--- config.mk ---
export PLATFORM = sky130hd
export DESIGN_NAME = avalon_mem_arbiter
export DESIGN_NICKNAME = d
export VERILOG_FILES = /design/src/rtl/avalon_arb_pkg.sv /design/src/rtl/arb_watchdog.sv /design/src/rtl/avalon_mem_arbiter.sv
export SDC_FILE = /design/constraint.sdc
export NUM_CORES = 1
export LEC_CHECK = 0
export ABC_AREA = 1
export ABC_CLOCK_PERIOD_IN_PS = 3700
export BUFFER_PORTS_ARGS = -buffer_cell sky130_fd_sc_hd__clkbuf_2
export CORE_AREA = 3 3 120 122
export CTS_BUF_LIST = sky130_fd_sc_hd__clkbuf_4
export CTS_CLUSTER_SIZE = 16
export DETAILED_ROUTE_END_ITERATION = 12
export DIE_AREA = 0 0 123 125
export SETUP_SLACK_MARGIN = 0.02
export SLEW_MARGIN = 20
export SYNTH_ARGS = -nofsm -noshare
export SYNTH_HDL_FRONTEND = slang
export SYNTH_SLANG_ARGS = --single-unit
--- constraint.sdc ---
create_clock -name clk -period 3.7 [get_ports clk]
set_clock_uncertainty 0.05 [all_clocks]
set_input_delay 0.74 -clock clk [delete_from_list [all_inputs] [get_ports clk]]
set_output_delay 0.74 -clock clk [all_outputs]
set_load 0.02 [all_outputs]
--- src/rtl/avalon_arb_pkg.sv ---
// Shared types for the two-master Avalon-MM RAM arbiter.
// Holds FSM state/owner encodings and the default abort read data.
package avalon_arb_pkg;

  typedef enum logic {
    IDLE,
    GRANT
  } arb_state_t;

  typedef enum logic {
    OWN_M0,
    OWN_M1
  } arb_owner_t;

  localparam logic [31:0] ABORT_DATA_DEF = 32'hDEADBEEF;

endpackage

--- src/rtl/arb_watchdog.sv ---
// Stall watchdog: counts granted cycles with the slave stalling.
// Ports: clk, reset_n, clear (hold count at 0), stall, expired.
module arb_watchdog #(
  parameter int unsigned TIMEOUT_CYCLES = 255
) (
  input  logic clk,
  input  logic reset_n,
  input  logic clear,
  input  logic stall,
  output logic expired
);

  localparam int unsigned CW =
    (TIMEOUT_CYCLES > 1) ? $clog2(TIMEOUT_CYCLES) : 1;
  localparam logic [CW-1:0] LAST = CW'(TIMEOUT_CYCLES - 1);

  logic [CW-1:0] cnt_q;
  logic [CW-1:0] cnt_d;

  // Expiry is the Nth stalled cycle itself, so the abort
  // completes in that same cycle.
  assign expired = stall && (cnt_q == LAST);

  always_comb begin
    cnt_d = cnt_q;
    if (clear) begin
      cnt_d = '0;
    end else if (stall && !expired) begin
      cnt_d = cnt_q + 1'b1;
    end
  end

  always_ff @(posedge clk or negedge reset_n) begin
    if (!reset_n) begin
      cnt_q <= '0;
    end else begin
      cnt_q <= cnt_d;
    end
  end

endmodule

--- src/rtl/avalon_mem_arbiter.sv ---
// Two-master, one-slave Avalon-MM arbiter, round-robin, with watchdog.
// Ports: m0_*/m1_* master side, s_* RAM side, timeout_err sticky flag.
module avalon_mem_arbiter
  import avalon_arb_pkg::*;
#(
  parameter int unsigned TIMEOUT_CYCLES = 255,
  parameter logic [31:0] ABORT_DATA     = ABORT_DATA_DEF
) (
  input  logic        clk,
  input  logic        reset_n,
  input  logic [31:0] m0_address,
  input  logic        m0_read,
  input  logic        m0_write,
  input  logic [31:0] m0_writedata,
  input  logic [3:0]  m0_byteenable,
  output logic [31:0] m0_readdata,
  output logic        m0_waitrequest,
  input  logic [31:0] m1_address,
  input  logic        m1_read,
  input  logic        m1_write,
  input  logic [31:0] m1_writedata,
  input  logic [3:0]  m1_byteenable,
  output logic [31:0] m1_readdata,
  output logic        m1_waitrequest,
  output logic [31:0] s_address,
  output logic        s_read,
  output logic        s_write,
  output logic [31:0] s_writedata,
  output logic [3:0]  s_byteenable,
  input  logic [31:0] s_readdata,
  input  logic        s_waitrequest,
  output logic        timeout_err
);

  arb_state_t state_q, state_d;
  arb_owner_t owner_q, owner_d;
  arb_owner_t last_q, last_d;
  logic       terr_q, terr_d;

  logic        req0;
  logic        req1;
  logic        own_req;
  logic        granted;
  logic        stall;
  logic        expired;
  logic        done;
  logic [31:0] cpl_data;

  assign req0    = m0_read | m0_write;
  assign req1    = m1_read | m1_write;
  assign own_req = (owner_q == OWN_M0) ? req0 : req1;
  assign granted = (state_q == GRANT);
  assign stall   = granted & s_waitrequest;

  // done depends only on registered state and the slave,
  // never on master inputs.
  assign done     = granted & (~s_waitrequest | expired);
  assign cpl_data = expired ? ABORT_DATA : s_readdata;

  assign timeout_err = terr_q;

  arb_watchdog #(
    .TIMEOUT_CYCLES(TIMEOUT_CYCLES)
  ) u_wdog (
    .clk    (clk),
    .reset_n(reset_n),
    .clear  (state_q == IDLE),
    .stall  (stall),
    .expired(expired)
  );

  always_comb begin
    s_address      = '0;
    s_read         = 1'b0;
    s_write        = 1'b0;
    s_writedata    = '0;
    s_byteenable   = '0;
    m0_waitrequest = 1'b1;
    m1_waitrequest = 1'b1;
    m0_readdata    = '0;
    m1_readdata    = '0;
    if (granted) begin
      unique case (owner_q)
        OWN_M0: begin
          s_address      = m0_address;
          s_read         = m0_read & ~m0_write;
          s_write        = m0_write;
          s_writedata    = m0_writedata;
          s_byteenable   = m0_byteenable;
          m0_waitrequest = ~done;
          m0_readdata    = done ? cpl_data : '0;
        end
        OWN_M1: begin
          s_address      = m1_address;
          s_read         = m1_read & ~m1_write;
          s_write        = m1_write;
          s_writedata    = m1_writedata;
          s_byteenable   = m1_byteenable;
          m1_waitrequest = ~done;
          m1_readdata    = done ? cpl_data : '0;
        end
        default: ;
      endcase
    end
  end

  always_comb begin
    state_d = state_q;
    owner_d = owner_q;
    last_d  = last_q;
    terr_d  = terr_q;
    unique case (state_q)
      IDLE: begin
        if (req0 | req1) begin
          state_d = GRANT;
          if (req0 && req1) begin
            owner_d = (last_q == OWN_M0) ? OWN_M1 : OWN_M0;
          end else begin
            owner_d = req0 ? OWN_M0 : OWN_M1;
          end
        end
      end
      GRANT: begin
        // A withdrawn request is dropped without
        // touching the fairness pointer.
        if (!own_req) begin
          state_d = IDLE;
        end else if (done) begin
          state_d = IDLE;
          last_d  = owner_q;
          if (expired) begin
            terr_d = 1'b1;
          end
        end
      end
      default: state_d = IDLE;
    endcase
  end

  always_ff @(posedge clk or negedge reset_n) begin
    if (!reset_n) begin
      state_q <= IDLE;
      owner_q <= OWN_M0;
      last_q  <= OWN_M1;
      terr_q  <= 1'b0;
    end else begin
      state_q <= state_d;
      owner_q <= owner_d;
      last_q  <= last_d;
      terr_q  <= terr_d;
    end
  end

endmodule

==> qor.yml, run 1 <==
pwr:
  ir_worst_vdd_v: 0.000361
  p_per_area_nw_per_um2: 637
  leakage_nw: 2.60
  p_total_mw: 2.56
critical_path:
  startpoint: "u_wdog.cnt_q[0]"
  startpoint_type: "flop"
  cpMaxStageDelayCell: "dfrtp_1"
  cp_num_buf_inv: 2
  crit_family: "simple AND/OR/NAND/NOR gates"
  rrSetupSlack_ns: 1.84
  regToRegStartpoint: "granted"
  cp-end-kind: "output pin"
  crit_fanout: 33
  timing.critical_path.to: "m0_readdata[18]"
  r2r_end: "last_q"
  worstPathCellList: "inv_1 -> ha_1 -> nand2_1 -> nor2_2 -> nand2_2 -> nand2_4 -> nand3_4 -> nor2_1 -> clkbuf_2"
  cp.depth: 9
  cp.arrival_ns: 2.28
  crit_type: "flop to output pin"
  rr_worst_depth: 5
  max_stage_delay_ns: 0.41
  worstPathRequired_ns: 2.91
timing:
  hold_viol_final: 0
  rsz0062_at_grt: "no"
  final.setup.tns_ns: 0
  min_period_ns: 3.07
  max_freq_mhz: 326
  setup_viol: 0
  finalCritPeriodShare_pct: 82.9
  maxSlewViolCount: 0
  tightest_slew_ns: 0.639
  relSlewSlack_pct: 57.4
clocking:
  h-tree-depth: 1
  tritoncts: "built"
  numCtsBuffers: 3
  cts_sinks: 12
  clk_latency_ns: 0.28
  cts_hold_buffers: 0
  post_cts_buffers: 0
  clkTransAtPathRegs_ns: 0.08
  root_buffer: "clkbuf_4"
  clockBufferDepth: 2
  ctsResizeCount: 0
grt:
  track_usage_pct: 12.6
  grt_pass1_wl_um: 16300
  overflow: 0
  grt_max_degree: 79
  grt_pass1_vias: 3499
  antenna_found_initial: 0
drt:
  drc_errors: 0
  vias_per_cell: 4.11
  routed_wl_um: 10900
  m1WireLength_um: 4290
  dr.first_iter.drc_count: 143
  wl_per_cell_um: 11.6
  wl_met3_um: 1150
  highest_layer: "met4"
  dr_wl_met2_um: 5320
  firstDrtPassIters: 4
  ant_nets: 0
  num_vias: 3859
placed_design:
  dp_hpwl_um: 9000
  io_buffers: 311
  gp_congestion: 0.904
layout:
  drive_gt1_share_pct: 43.3
  syn_to_final_growth_pct: 68.4
  final_net_count: 942
  n_antenna_cell: 0
yosys:
  syn_area_um2: 2380
  mappedNetlistNets: 658
  syn_area_per_cell_um2: 4.95
  yosysSeqAreaShare_pct: 12.7
  syn_inst: 481
  yosysWarnings: 0
  synth_seq_cells: 12
  synthDistinctLibCells: 24
floorplanning:
  core_area_um2: 13300
  die_h_um: 125
  start_util_pct: 17.9
  rows: 42
  dieArea_um2: 15400
  ioPinCount: 312
  die_x_um: 123
outcome:
  outcome: "finished, final reports clean"
min_path:
  hold_class: "primary input to asynchronous set/reset pin"
flow_run:
  maxCapViolations: 0
## area by class of cell
| class | count | area [um^2] |
|---|---|---|
| Fill cell | 1543 | 9280 |
| Sequential cell | 12 | 304 |
| Inverter | 58 | 218 |
| Tap cell | 176 | 220 |
| Clock inverter | 1 | 3.75 |
| Timing Repair Buffer | 314 | 1590 |
| Multi-Input combinational cell | 376 | 1650 |
| Clock buffer | 3 | 22.5 |
## Yosys cell counts
master    count  area, um^2
ha_1          2        25.0
xor2_1        3        26.3
nor2_1      206         773
a31oi_1       1        6.26
dfstp_2       1        26.3
o21ai_1       1        5.00
buf_2        18        90.1
nand4_4       1        21.3
buf_6         6        67.6
inv_1        58         218
o21bai_1      2        15.0
clkbuf_1      8        30.0
nand3_1      18        90.1
nand2_2       4        25.0
nor2_2        1        6.26
nand2_4       1        11.3
nand2_1      53         199
nor2_4        1        11.3
nand3_4       2        35.0
buf_4         3        22.5
nand4_1       2        12.5
dfrtp_1      11         275
o21ai_0      75         375
a21oi_1       3        15.0
## layer usage
layer | global-route usage, % | vias up
li1 | - | 2032
met1 | 14.8 | 1613
met2 | 23.6 | 210
met3 | 2.57 | 4
met4 | 1.95 | 0
met5 | 0 | -
## power by group
part	switching [mW]	internal [mW]
combinational	1.60	0.668
clock	0.0446	0.0391
sequential	0.0436	0.164
## how the worst min path moves through the flow
stage / endpoint / cells past startpoint
floorplan: granted / 0
global placement: last_q / 2
detailed placement: last_q / 2
CTS: timeout_err / 1
global route: u_wdog.cnt_q[6] / 1
finish: timeout_err / 1
## through the flow
| step | hold slack (ns) | cells | cell area [um^2] | setup WS, ns | utilization, % |
|---|---|---|---|---|---|
| after floorplan | 0.389 | 481 | 2380 | 1.30 | - |
| after global routing | 0.299 | 940 | 4010 | 0.432 | 30.2 |
| after CTS | 0.284 | 940 | 4010 | 0.591 | 30.2 |
| final | 0.282 | 940 | 4010 | 0.634 | 30.2 |
| after detailed placement | 0.409 | 936 | 3990 | 0.912 | 30.0 |
| after global placement | 0.414 | 936 | 3990 | 0.929 | 30.0 |
## flip-flops by register name, indices dropped and copies added (netlist names)
register,count
timeout_err,1
owner_q,1
granted,1
last_q,1
u_wdog.cnt_q,8
## placed cells by master, fill, tap and decap left out
cell	n
nand4_4	1
nor2_4	1
nand2_1	53
nand2_2	4
nand3_4	2
dfrtp_1	9
inv_2	1
a21oi_1	3
o21ai_0	75
clkbuf_2	311
dfstp_2	1
o21bai_1	2
xor2_1	3
nand3_1	18
buf_12	1
a31oi_1	1
nand2_4	1
dfrtp_2	2
nand4_1	2
ha_1	2
clkbuf_4	3
inv_1	57
buf_4	2
nor2_1	206
o21ai_1	1
clkinv_1	1
nor2_2	1
## kinds of logic (layout without fill, tap and decap cells)
family,Yosys count,count (layout),share of synthesized area (%)
compound gates,82,82,17.5
flops,12,12,12.7
fa+ha+maj,2,2,1.05
buf+inv,93,376,18.0
xor+xnor,3,3,1.10
simple gates,289,289,49.7
Note: power is estimated with default switching activity, not from simulation.
==> run 2, diff against run 1 <==
--- a/config.mk
+++ b/config.mk
@@ -6,13 +6,13 @@
 export NUM_CORES = 1
 export LEC_CHECK = 0
 export ABC_AREA = 1
-export ABC_CLOCK_PERIOD_IN_PS = 3700
+export ABC_CLOCK_PERIOD_IN_PS = 2700
 export BUFFER_PORTS_ARGS = -buffer_cell sky130_fd_sc_hd__clkbuf_2
-export CORE_AREA = 3 3 120 122
+export CORE_AREA = 3 3 121 123
 export CTS_BUF_LIST = sky130_fd_sc_hd__clkbuf_4
 export CTS_CLUSTER_SIZE = 16
 export DETAILED_ROUTE_END_ITERATION = 12
-export DIE_AREA = 0 0 123 125
+export DIE_AREA = 0 0 124 126
 export SETUP_SLACK_MARGIN = 0.02
 export SLEW_MARGIN = 20
 export SYNTH_ARGS = -nofsm -noshare
==> constraint.sdc (replaced) <==
create_clock -name clk -period 2.7 [get_ports clk]
set_clock_uncertainty 0.05 [all_clocks]
set_input_delay 0.54 -clock clk [delete_from_list [all_inputs] [get_ports clk]]
set_output_delay 0.54 -clock clk [all_outputs]
set_load 0.02 [all_outputs]
==> run 2 against run 1 <==
Against the previous run:
- sequential power grew 35%
- sequential cell count unchanged
- combinational power rose by 54%
- highest routed layer unchanged
- register-to-register slack worse by 0.98 ns
- die area rose by 1.6%
- final cell count grew 2.7%
- critical endpoint is now m0_readdata[22]
==> qor.yml, run 2 (same netlist as run 1, synthesis figures left out) <==
critical_path:
  cp-end-kind: "output pin"
  crit_type: "flop to output pin"
  rr_worst_depth: 10
  cp.arrival_ns: 2.07
  crit_fanout: 8
  startpoint_type: "flop"
  worstPathRequired_ns: 2.11
drt:
  vias_per_cell: 4.24
  num_vias: 4096
  wl_per_cell_um: 13.8
  firstDrtPassIters: 4
  ant_nets: 0
  drc_errors: 0
  routed_wl_um: 13300
  dr.first_iter.drc_count: 133
timing:
  setup_viol: 0
  rsz0062_at_grt: "yes"
  min_period_ns: 2.66
  relSlewSlack_pct: 67.0
  setup_ws_ns: 0.0440
  tightest_slew_ns: 0.490
  max_freq_mhz: 376
  finalCritPeriodShare_pct: 98.4
  maxSlewViolCount: 0
  hold_viol_final: 0
layout:
  largest_reg_flops: 8
  syn_to_final_growth_pct: 89.5
  final_common_cell: "clkbuf_2"
  fill_cells: 1509
  stdcell_count: 965
  top_register: "u_wdog.cnt_q"
  n_antenna_cell: 0
  mostFrequentLayoutCells: "clkbuf_2, nor2_1, o21ai_0, inv_1, nand2_1"
  final_util_pct: 32.8
  final_net_count: 963
  drive_gt1_share_pct: 47.6
grt:
  track_usage_pct: 14.1
  grt_pass1_vias: 3500
  grt_max_degree: 90
  grt_pass1_wl_um: 17700
  overflow: 0
  antenna_found_initial: 0
clocking:
  cts_sinks: 12
  clockBufferDepth: 2
  root_buffer: "clkbuf_4"
  numCtsBuffers: 3
  clk_latency_ns: 0.27
  clkTransAtPathRegs_ns: 0.08
  tritoncts: "built"
  h-tree-depth: 1
pwr:
  swShare_pct: 65.1
  p_per_area_nw_per_um2: 864
  clkPwrFrac_pct: 3.0
  leakage_nw: 2.76
  pwr-share-seq_pct: 7.1
  power_switching_mw: 2.54
  p_int_mw: 1.36
  ir_worst_vdd_v: 0.000466
  combPwrFrac_pct: 89.9
placed_design:
  dp_hpwl_um: 9350
  io_buffers: 311
  dp_cells: 945
  pre_cts_ws_ns: 0.172
  gp_congestion: 0.889
min_path:
  hold_class: "primary input to asynchronous set/reset pin"
outcome:
  outcome: "finished, final reports clean"
floorplanning:
  core_area_um2: 13800
  die_x_um: 124
  start_util_pct: 17.3
  rows: 43
  die_h_um: 126
  dieArea_um2: 15600
  ioPinCount: 312
flow_run:
  maxCapViolations: 0
[run 2: cell count changes in the layout (fill, tap and decap cells not counted), sizes merged]
cell / previous run / this run
nand3: 20 / 28
nand2: 58 / 59
clkbuf: 314 / 274
buf: 3 / 53
nand4: 3 / 5
[run 2: metal layers]
metal	wire length [um]	up-vias	track usage, %	part of all wire (%)
li1	-	2103	-	-
met1	5290	1771	17.5	40
met2	6770	216	26.6	51
met3	1160	6	1.21	8.7
met4	68	0	2.13	0.51
met5	0	-	0	0
[run 2: through the flow]
stage	total power [mW]	hold WS [ns]	instance area, um^2	TNS [ns]
finish	3.90	0.0929	4510	0
CTS	3.71	0.101	4150	0
floorplan	2.42	0.194	2380	0
global route	4.27	0.110	4510	-1.16
detailed placement	3.50	0.405	4040	0
global placement	3.50	0.404	4040	0
[run 2: timing repair]
action / 4_1_cts / 5_1_grt
pin swaps: 1 / 17
gates resized for setup: 5 / 115
hold buffers: 0 / 0
setup endpoints to repair: 64 / 66
setup buffers: 0 / 5
gates cloned: 4 / 7
[run 2: worst max-delay path: stages (launching register included)]
cell	delay, ns
dfrtp_1	0.41
inv_2	0.11
ha_4	0.14
nand2_2	0.06
nor2_4	0.23
nand2_4	0.14
nand2_8	0.17
nand3_4	0.21
nor2_2	0.18
buf_6	0.13
[run 2: area by class of cell]
class                      instances  area, um^2  share of cell area, %
timing repair buffer             324        1810                   40.1
inverter                          58         218                   4.82
tap                              180         225                   4.99
clock inverter                     1        3.75                 0.0831
multi-input combinational        387        1930                   42.8
sequential                        12         304                   6.74
clock buffer                       3        22.5                  0.499
[run 2: worst paths after layout]
path / start / endpoint / slack, ns
setup reg to reg: u_wdog.cnt_q[0] / granted / 0.86
max in group asynchronous: reset_n / last_q / 2.22
setup / recovery: u_wdog.cnt_q[0] / m0_readdata[22] / 0.04
hold / removal: reset_n / timeout_err / 0.09
min in group clk: last_q / last_q / 0.42
hold reg to reg: last_q / last_q / 0.42
[run 2: power groups by stage]
stage	clock network [mW]	registers (mW)	logic (mW)
floorplan	0	0.263	2.16
global placement	0	0.264	3.24
detailed placement	0	0.266	3.23
CTS	0.121	0.271	3.32
global route	0.132	0.285	3.85
finish	0.117	0.279	3.50
==> run 3, diff against run 2 <==
--- a/config.mk
+++ b/config.mk
@@ -5,14 +5,14 @@
 export SDC_FILE = /design/constraint.sdc
 export NUM_CORES = 1
 export LEC_CHECK = 0
-export ABC_AREA = 1
+export ABC_AREA = 0
 export ABC_CLOCK_PERIOD_IN_PS = 2700
 export BUFFER_PORTS_ARGS = -buffer_cell sky130_fd_sc_hd__clkbuf_2
-export CORE_AREA = 3 3 121 123
+export CORE_AREA = 3 3 120 122
 export CTS_BUF_LIST = sky130_fd_sc_hd__clkbuf_4
 export CTS_CLUSTER_SIZE = 16
 export DETAILED_ROUTE_END_ITERATION = 12
-export DIE_AREA = 0 0 124 126
+export DIE_AREA = 0 0 123 125
 export SETUP_SLACK_MARGIN = 0.02
 export SLEW_MARGIN = 20
 export SYNTH_ARGS = -nofsm -noshare
==> run 3 against run 2 <==
Against the previous run:
- sequential share of layout area rose by 0.21 points
- sequential cell count did not move
- sequential power rose by 7%
- routed wire length fell by 8.4%
- setup slack improved by 0.031 ns
- critical path type unchanged
- power fell by 21%
- combinational power fell by 25%
- maximum frequency rose by 1.2%
- register-to-register slack improved by 0.04 ns
- largest power group unchanged
- global-route usage fell by 0.75 points
- non-clock buffer count rose by 6
==> qor.yml, run 3 <==
layout:
  final_net_count: 794
  stdcell_count: 793
  syn_to_final_growth_pct: 93.0
  final_common_cell: "clkbuf_2"
  top_register: "u_wdog.cnt_q"
  drive_gt1_share_pct: 56.0
  mostFrequentLayoutCells: "clkbuf_2, nor2_1, mux2i_1, o21a_1, buf_6"
  largest_reg_flops: 8
flow_run:
  maxCapViolations: 0
yosys:
  synth_top_area_share_pct: 30.3
  synthTopCellsByCount: "nor2_1, mux2i_1, o21a_1"
  yosysWarnings: 0
  synthArstFlopShare_pct: 100
  synth_top_flop_cell: "dfrtp_1"
  synth-edff-count: 0
  synthTopCellsByArea: "mux2i_1, o21a_1, nor2_1"
  syn_inst: 309
  synth_seq_cells: 12
  mappedNetlistNets: 486
  yosysSeqAreaShare_pct: 13.2
  synthDistinctLibCells: 35
  synth_area_leader_cell: "mux2i_1"
  yosysMostFrequentCell: "nor2_1"
  syn_area_um2: 2280
  syn_area_per_cell_um2: 7.37
drt:
  vias_per_cell: 4.24
  highest_layer: "met4"
  dr_wl_met2_um: 6410
  ant_nets: 0
  drc_errors: 0
  num_vias: 3366
  wl_per_cell_um: 15.3
  wl_met3_um: 1030
  m1WireLength_um: 4620
  routed_wl_um: 12200
  dr.first_iter.drc_count: 85
  firstDrtPassIters: 4
clocking:
  h-tree-depth: 1
  clk_latency_ns: 0.27
  cts_sinks: 12
  tritoncts: "built"
  clkTransAtPathRegs_ns: 0.08
  root_buffer: "clkbuf_4"
  cts_hold_buffers: 0
  clockBufferDepth: 2
  numCtsBuffers: 3
timing:
  hold_viol_final: 0
  tightest_slew_ns: 0.443
  maxSlewViolCount: 0
  setup_ws_ns: 0.0751
  max_freq_mhz: 381
  relSlewSlack_pct: 70.5
  rsz0062_at_grt: "yes"
  setup_viol: 0
  min_period_ns: 2.62
  final.setup.tns_ns: 0
  finalCritPeriodShare_pct: 97.2
min_path:
  hold_class: "primary input to asynchronous set/reset pin"
grt:
  grt_pass1_vias: 3113
  grt_pass1_wl_um: 16400
  grt_max_degree: 75
  overflow: 0
  antenna_found_initial: 1
  track_usage_pct: 13.3
pwr:
  p_per_area_nw_per_um2: 697
  ir_worst_vdd_v: 0.000299
  leakage_nw: 2.60
critical_path:
  rr_worst_depth: 8
  startpoint: "u_wdog.cnt_q[0]"
  regToRegStartpoint: "u_wdog.cnt_q[0]"
  startpoint_type: "flop"
  crit_fanout: 6
  cpMaxStageDelayCell: "dfrtp_1"
  max_stage_delay_ns: 0.42
  worstPathRequired_ns: 2.11
  worstPathCellList: "inv_1 -> ha_1 -> nand4_1 -> buf_4 -> nor3_4 -> buf_12 -> clkbuf_16 -> o21a_1 -> buf_6"
  crit_type: "flop to output pin"
  cp-end-kind: "output pin"
  cp.arrival_ns: 2.03
floorplanning:
  core_area_um2: 13300
  dieArea_um2: 15400
  start_util_pct: 17.1
  die_h_um: 125
  die_x_um: 123
  ioPinCount: 312
  rows: 42
placed_design:
  dp_hpwl_um: 9380
  io_buffers: 311
  dp_cells: 773
  pre_cts_ws_ns: 0.239
  gp_congestion: 0.811
outcome:
  outcome: "finished, final reports clean"
==> run 3: cell types whose count changed after synthesis, sizes merged, moves of 5 or more <==
cell / before / now
nor3: 0 / 5
nand2b: 0 / 10
o21a: 0 / 49
o21ai: 76 / 2
mux2i: 0 / 69
nand3: 20 / 2
nor2: 208 / 95
inv: 58 / 6
nand2: 58 / 6
==> run 3: power by group <==
group	internal, mW	switching [mW]	leakage (nW)
sequential	0.225	0.0724	0.155
combinational	1.05	1.59	2.42
clock	0.0672	0.0616	0.0184
total	1.34	1.73	2.60
==> run 3: cell families after synthesis <==
kind of cell | Yosys count | synth area share, %
buf+inv | 35 | 8.18
simple gates | 122 | 24.3
mux | 69 | 30.3
fa+ha+maj | 2 | 1.10
xor+xnor | 1 | 0.384
flops | 12 | 13.2
compound gates | 68 | 22.5
==> run 3: final timing paths <==
kind,slack (ns),to
worst max-delay path,0.08,m1_readdata[21]
worst min-delay path,0.09,u_wdog.cnt_q[3]
worst max register to register,0.90,u_wdog.cnt_q[5]
worst min register to register,0.43,timeout_err
max in group asynchronous,2.21,last_q
min in group clk,0.43,timeout_err
==> run 3: layer usage <==
layer / global-route usage [%] / vias to the layer above
li1: - / 1685
met1: 15.1 / 1497
met2: 25.7 / 180
met3: 2.35 / 4
met4: 2.54 / 0
met5: 0 / -
==> run 3: final cells by class <==
class / instances / area [um^2]
Multi-Input combinational cell: 264 / 1830
Fill cell: 1436 / 8900
Clock buffer: 4 / 30.0
Tap cell: 176 / 220
Timing Repair Buffer: 330 / 1990
Sequential cell: 12 / 305
Inverter: 6 / 22.5
Antenna cell: 1 / 2.50
==> run 3: per-stage QoR <==
step / cell area (um^2) / util (%) / total power, mW / hold WS (ns)
floorplan: 2280 / - / 2.01 / 0.194
global placement: 3980 / 30.0 / 2.80 / 0.401
detailed placement: 3980 / 30.0 / 2.81 / 0.403
CTS: 4060 / 30.5 / 3.00 / 0.105
global route: 4400 / 33.1 / 3.29 / 0.104
finish: 4400 / 33.1 / 3.07 / 0.0899
==> run 3: timing repair <==
action / 4_1_cts / 5_1_grt
endpoints found under the setup margin: 48 / 48
pin swaps: 3 / 3
resized for setup: 1 / 98
cloned: 2 / 5
setup buffers: 3 / 5
==> run 3: critical path, delay by kind of cell (launching register included) <==
| kind | cells | cell delay [ns] |
|---|---|---|
| and+or+nand+nor | 2 | 0.37 |
| DFF | 1 | 0.42 |
| AOI/OAI and AO/OA | 1 | 0.14 |
| buffers and inverters | 5 | 0.70 |
| adders and majority gates | 1 | 0.15 |
